`src/rtl/bcd_updown_counter.sv`:
```
// ---------------------------------------------------------------------------
// bcd_updown_counter
//
// Parametrised multi-digit BCD up/down counter with synchronous clear and
// parallel load. At the end of the range it either wraps or saturates.
// A combinational terminal-count output lets several instances be chained
// into a longer decimal counter.
//
// Parameters:
//   DIGITS   - number of BCD digits (1..8); count width is 4*DIGITS
//   SATURATE - 0: wrap at the range end, 1: hold at the range end
//
// Ports:
//   clk      in   rising-edge clock
//   reset    in   asynchronous active-low reset (clears count/wrap/load_err)
//   en       in   count enable, one step per edge while high
//   up       in   direction, 1 = increment, 0 = decrement
//   clr      in   synchronous clear (highest priority)
//   load     in   synchronous parallel load of din
//   din      in   BCD load value, digit i is din[4i+3:4i]
//   count    out  current BCD value, digit i is count[4i+3:4i]
//   tc       out  combinational terminal count / cascade carry
//   wrap     out  one-cycle pulse: the counter wrapped on the previous edge
//   load_err out  one-cycle pulse: the previous load was rejected
// ---------------------------------------------------------------------------
module bcd_updown_counter #(
  parameter int DIGITS   = 2,
  parameter bit SATURATE = 1'b0
) (
  input  logic                clk,
  input  logic                reset,
  input  logic                en,
  input  logic                up,
  input  logic                clr,
  input  logic                load,
  input  logic [4*DIGITS-1:0] din,
  output logic [4*DIGITS-1:0] count,
  output logic                tc,
  output logic                wrap,
  output logic                load_err
);

  localparam int W = 4 * DIGITS;

  logic         all_nines;
  logic         all_zeros;
  logic         din_ok;
  logic         range_end;
  logic [W-1:0] stepped;
  logic [W-1:0] count_next;
  logic         wrap_next;
  logic         load_err_next;

  // Whole-word digit predicates on the current count, plus a legality check
  // on the load value (every digit must be 0..9).
  always_comb begin
    all_nines = 1'b1;
    all_zeros = 1'b1;
    din_ok    = 1'b1;
    for (int i = 0; i < DIGITS; i++) begin
      if (count[4*i +: 4] != 4'd9) all_nines = 1'b0;
      if (count[4*i +: 4] != 4'd0) all_zeros = 1'b0;
      if (din[4*i +: 4] > 4'd9)    din_ok    = 1'b0;
    end
  end

  // Ripple the carry/borrow from digit 0 upward. A digit steps only while
  // every lower digit sits at its roll-over value (9 going up, 0 going down).
  // At the range end this naturally produces the wrapped value.
  always_comb begin
    logic       chain;
    logic [3:0] digit;
    stepped = count;
    chain   = 1'b1;
    digit   = 4'd0;
    for (int i = 0; i < DIGITS; i++) begin
      digit = count[4*i +: 4];
      if (chain) begin
        if (up) stepped[4*i +: 4] = (digit == 4'd9) ? 4'd0 : digit + 4'd1;
        else    stepped[4*i +: 4] = (digit == 4'd0) ? 4'd9 : digit - 4'd1;
      end
      chain = chain & (up ? (digit == 4'd9) : (digit == 4'd0));
    end
  end

  assign range_end = up ? all_nines : all_zeros;

  // Terminal count ignores clr/load so a cascade sees the carry with zero
  // latency regardless of what the local instance does on this edge.
  assign tc = en & range_end;

  // Next-state selection with priority clr > load > en. The pulse outputs
  // default low so they last exactly one cycle.
  always_comb begin
    count_next    = count;
    wrap_next     = 1'b0;
    load_err_next = 1'b0;
    if (clr) begin
      count_next = '0;
    end else if (load) begin
      if (din_ok) count_next    = din;
      else        load_err_next = 1'b1;
    end else if (en) begin
      if (!range_end) begin
        count_next = stepped;
      end else if (!SATURATE) begin
        count_next = stepped;
        wrap_next  = 1'b1;
      end
    end
  end

  // State register with asynchronous active-low clear.
  always_ff @(posedge clk or negedge reset) begin
    if (!reset) begin
      count    <= '0;
      wrap     <= 1'b0;
      load_err <= 1'b0;
    end else begin
      count    <= count_next;
      wrap     <= wrap_next;
      load_err <= load_err_next;
    end
  end

endmodule

```
`config.mk`:
```
export PLATFORM = sky130hd
export DESIGN_NAME = bcd_updown_counter
export DESIGN_NICKNAME = d
export VERILOG_FILES = /design/src/rtl/bcd_updown_counter.sv
export SDC_FILE = /design/constraint.sdc
export NUM_CORES = 1
export LEC_CHECK = 0
export CORE_UTILIZATION = 49
export CTS_BUF_LIST = sky130_fd_sc_hd__clkbuf_2 sky130_fd_sc_hd__clkbuf_4 sky130_fd_sc_hd__clkbuf_8
export DETAILED_ROUTE_END_ITERATION = 8
export GPL_TIMING_DRIVEN = 1
export PLACE_DENSITY_LB_ADDON = 0.1
export SYNTH_ARGS = -nofsm -noshare
export SYNTH_HDL_FRONTEND = slang
export SYNTH_SLANG_ARGS = --single-unit
```
`constraint.sdc`:
```
create_clock -name clk -period 2.1 [get_ports clk]
set_input_delay 0.315 -clock clk [delete_from_list [all_inputs] [get_ports clk]]
set_output_delay 0.315 -clock clk [all_outputs]
set_load 0.005 [all_outputs]
```
-- After elaboration in Yosys (flattened, before gate mapping)
Cells that the tools add are included.
- RAM bits: 0
- logic and storage cells: 50
- latch bits: 0
- register bits: 10
- bits in read-only memories: 0
- output and inout bits: 11
- input port bits: 14
- memories kept: 0
- shift-type cells: 0
- eq/ne operators: 5
- multipliers: 0
- reduce and logical (&&, ||, !) cells: 8
- multiplexer cells: 26
- bitwise logic cells: 1
- divide/modulo/power cells: 0
- order comparisons: 2
- $add $sub $neg: 4
- operators with widths (cell ; number):
    2-to-1 mux 8 bit ; 4
    2-to-1 mux 4 bit ; 7
    2-to-1 mux 1 bit ; 15
    adder 4 x 1 -> 4 bit (second input constant) ; 2
    equality test 4 bit (second input constant) ; 2
    greater-than comparator 4 bit (second input constant) ; 2
    zero test 4 bit ; 2
    inequality test 4 bit (second input constant) ; 2
    nonzero test 4 bit ; 2
    subtractor 4 x 1 -> 4 bit (second input constant) ; 2
    nonzero test 3 bit ; 2
    inequality test 3 x 2 -> 1 bit (second input constant) ; 1
    AND reduction 3 bit ; 1
    AND reduction 2 bit ; 1
    AND 1 bit ; 1

-- Longest topological paths before layout
- depth in word-level cells: 8
- mapped depth: 6
- gate-level depth less buffers: 6

-- Least setup slack after synthesis
OpenSTA, ideal clock, no wires.
- path type: register to register
- start: reg count[0]
- end: reg count[4]
- period minus slack after synthesis: 1.915 ns
- library setup time: 0.128 ns
- setup slack: 0.185 ns
- buffers on the path: 0
- cell stages (with the launch flop): 7
- required time: 1.972 ns
- data arrival time: 1.788 ns
- cells stage by stage: dfrtp_1 -> inv_1 -> ha_1 -> or4b_4 -> and3_4 -> nor2_4 -> mux2_1
- cells in the longest elaborated chain, start to end: 4
- elaborated cells between the ends (all ways): 5
- classes of those cells: eq/ne (1); mux (1); reduce/logical (3)
- ends and longest elaborated chain (what ; line ; source):
    start, declared ; 37 ; output logic [4*DIGITS-1:0] count,
    start signal, assigned ; 120 ; count <= count_next;
    equality test 4 bit / zero test 4 bit (equally long branches) ; 82 ; chain = chain & (up ? (digit == 4'd9) : (digit == 4'd0));
    2-to-1 mux 1 bit (*) ; 82 ;
    nonzero test 3 bit (no line) (*) ; - ;
    AND reduction 3 bit (no line) (*) ; - ;
Mark *: on every way between the ends. The rest lies on a longest branch, timed or not.
A chain may end at the register's enable or synchronous reset.

-- Worst setup path after layout
- start: reg count[4]
- end: out tc
- cells in the longest elaborated chain, start to end: 4
- elaborated cells between the ends (all ways): 6
- classes of those cells: eq/ne (1); mux (3); bitwise (1); reduce/logical (1)
- ends and longest elaborated chain (what ; line ; source):
    inequality test 4 bit / nonzero test 4 bit (equally long branches) ; 61, 62 ;
    2-to-1 mux 1 bit (on tied branches) ; 61, 62 ;
    2-to-1 mux 1 bit (*) ; 86 ; assign range_end = up ? all_nines : all_zeros;
    AND 1 bit (*) ; 90 ; assign tc = en & range_end;
    end, declared ; 38 ; output logic tc,
Marks and branches as above.

==> impl_results.md <==
- Area growth syn-to-layout: 51.41%
- CTS clk-pin slew, worst paths: 80 ps
- Share of total power in the clock network: 0.198
- Num rows: 15
- GRT Total Usage: 0.3152
- Power Dens Cells: 685.2 nW/µm²
- # IOs: 25
- Die area: 2075 µm²
- Routability cong.: 0.8943
- DRT Pass-1 Iters: 4
- CTS H-tree depth: 1
- Sequential fraction of the synthesis area: 0.2692
- Worst setup SP type: flip-flop
- Unrepaired setup endpoints after global routing: true
- CTS Buf Count: 3
- Routed Antenna Nets: 0
- Root Driver: clkbuf_4
- CP Data Arrival Time: 1750 ps
- Switching power: 0.3446 mW
- Final hold vios: 0
- Peak supply drop: 0.4831 mV
- Slew @ Worst Pin: 525.7 ps
- Final setup fails: 0
- First-pass GRT wire length: 4540 µm
- Initial Utilization: 0.5326
- Die width: 45.56 µm
- # port buffers: 24
- Clock Latency Late Sink: 280 ps
- Max Cap Viol: 0
- Most frequent cell on the critical path: buf_4
- Antenna violations before repair: 0
- CP max stage cell: dfrtp_1
- Worst path max stage delay: 400 ps
- Endpoint class of the critical path: output pin
- CP Depth: 7
- Synthesized instance count: 103
- Die Ht: 45.56 µm
- Sequential share of power: 0.250
- Yosys reg bits: 10
- Combinational Power Share: 0.552
- DR vias/cell: 5.835
- Syn nets: 124
- Max Fclk: 0.4840 GHz
- Initial DRC count: 36
- Avg WL per Cell: 15.82 µm
- Vias in the first global route: 1015
- Synth Warn #: 0
- Period utilization: 0.9838
- Fillers: 125
- Sink Count: 10
- Worst slack, placed: -320.5 ps
- CTS Buffer Depth: 2
- Top Family by Delay on Critical Path: buffers and inverters
- WP buf/inv: 3
- Crit path kind: flip-flop to output pin
- Crit Path Max Fanout: 9
- Core Area: 1745 µm²
- Largest net degree at the start of global routing: 13
- Total Power: 0.9645 mW
- Area contributors post-synth: dfrtp_1 (27%), ha_1 (9.4%), nand3b_1 (4.0%), nor2_1 (4.0%), a21oi_1 (3.8%)
- Layout cells sized above 1: 0.2781
- Total number of vias: 1027
- Min Tclk post-route: 2066 ps
- Clk_skew: 2.024 ps
- Commonest non-fill, non-tap cells in the layout: clkdlybuf4s50_1 (23), buf_4 (23), nor2_1 (10), dfrtp_1 (10), a21oi_1 (7)
- Required @ worst endpoint: 1780 ps
- Largest area contributor in the netlist: dfrtp_1
- # diodes: 0
- Worst Hold Class: input port to async pin
- Final worst slack: 33.96 ps
- Post-detail-place hpwl: 2029 µm
- Yosys cell types: 42
- R2R cell count: 7
- CTS tree: yes
- Max-slew violations: 0
- Worst-path cell chain: buf_4, buf_4, ha_1, nand3b_1, o22ai_2, and2_1, buf_2
- Grt ovf: 0
- WL final: 2785 µm
- Status: completed
- Cell internal pwr: 0.6199 mW
- Area fraction of the dominant cell type after synthesis: 0.2692
- Worst slew margin: 0.6484
- Sw Share: 0.3573
- DRC violations left: 0
- # nets final: 173
- Synth Cell Area: 929.6 µm²
- Syn_area_per_cell: 9.026 µm²
- Leakage: 0.6021 nW
[through the flow]
stage          hold WS [ps]  std cells  TNS [ps]    util  instance area (µm²)
5_1_grt               406.2        176    -13.52  0.8065                 1408
4_1_cts               379.9        176         0  0.8065                 1408
3_5_place_dp          552.6        170    -676.0  0.7677                 1340
3_3_place_gp          544.7        170    -530.0  0.7677                 1340
6_report              371.6        176         0  0.8065                 1408
2_1_floorplan         19.41        103         0       -                929.6
[per-layer routing]
metal	track usage	vias to the layer above	share of wire
met3	0.05556	7	0.053
met1	0.3705	492	0.41
met5	0	-	0
met2	0.5286	40	0.51
li1	-	488	-
met4	0.1879	0	0.025
[final timing paths]
path                            slack, ps  endpoint     start
min in group clk                      580  count[0]  count[0]
max in group asynchronous            1380  count[0]     reset
worst max-delay path                   30        tc  count[4]
worst min-delay path                  370  count[6]     reset
worst max register to register         90  count[4]  count[1]
worst min register to register        580  count[0]  count[0]
[repair_timing]
action / in CTS / in global routing
buffers inserted: 2 / 0
setup endpoints to repair: 1 / 1
hold buffers: 0 / 0
cloned: 0 / 0
pin swaps: 3 / 3
gates resized for setup: 10 / 0
[power groups by stage]
stage | clock (mW) | combinational, mW | sequential [mW]
after floorplan | 0 | 0.228 | 0.274
after global placement | 0 | 0.480 | 0.242
after detailed placement | 0 | 0.491 | 0.244
after CTS | 0.190 | 0.524 | 0.241
after global routing | 0.200 | 0.579 | 0.244
final | 0.191 | 0.532 | 0.241
[flip-flops by register name, indices dropped and copies added, names as in the netlist]
name,flops
count,8
wrap,1
load_err,1
[logic make-up after synthesis]
group                    synth area share
flip-flops                         0.2692
XOR/XNOR                          0.01885
adder cells (fa/ha/maj)           0.09421
multiplexers                      0.02422
buffers and inverters             0.04038
AND/OR/NAND/NOR                    0.2665
AO/OA/AOI/OAI                      0.2867
[final cells by class]
cell class / instances / area, µm² / area share
sequential: 10 / 250.2 / 0.1778
tap: 25 / 31.28 / 0.02222
clock buffer: 4 / 36.28 / 0.02578
inverter: 5 / 18.77 / 0.01333
multi-input combinational: 85 / 663.1 / 0.4711
timing repair buffer: 47 / 407.9 / 0.2898
[synth_stat cells]
cell type,number
dfrtp_1,10
nor2_1,10
a21oi_1,7
ha_1,7
inv_1,5
nand3b_1,5
a31oi_1,3
and3_1,3
nand2_1,3
nand2b_1,3
nand3_1,3
nor2b_1,3
o211ai_1,3
a22oi_1,2
and2_1,2
clkbuf_1,2
mux2_1,2
o21ai_0,2
o21bai_1,2
o22ai_1,2
or3_1,2
xnor2_1,2
a211oi_1,1
a21bo_2,1
a221oi_1,1
a221oi_2,1
a311o_1,1
a32oi_1,1
a41oi_1,1
and3_4,1
buf_6,1
nand4_1,1
nand4b_1,1
nor2_4,1
nor3_1,1
o21ai_1,1
o21ba_2,1
o221a_2,1
o221ai_4,1
o41ai_2,1
or3b_2,1
or4b_4,1
Power figures use the tool's default switching activity.
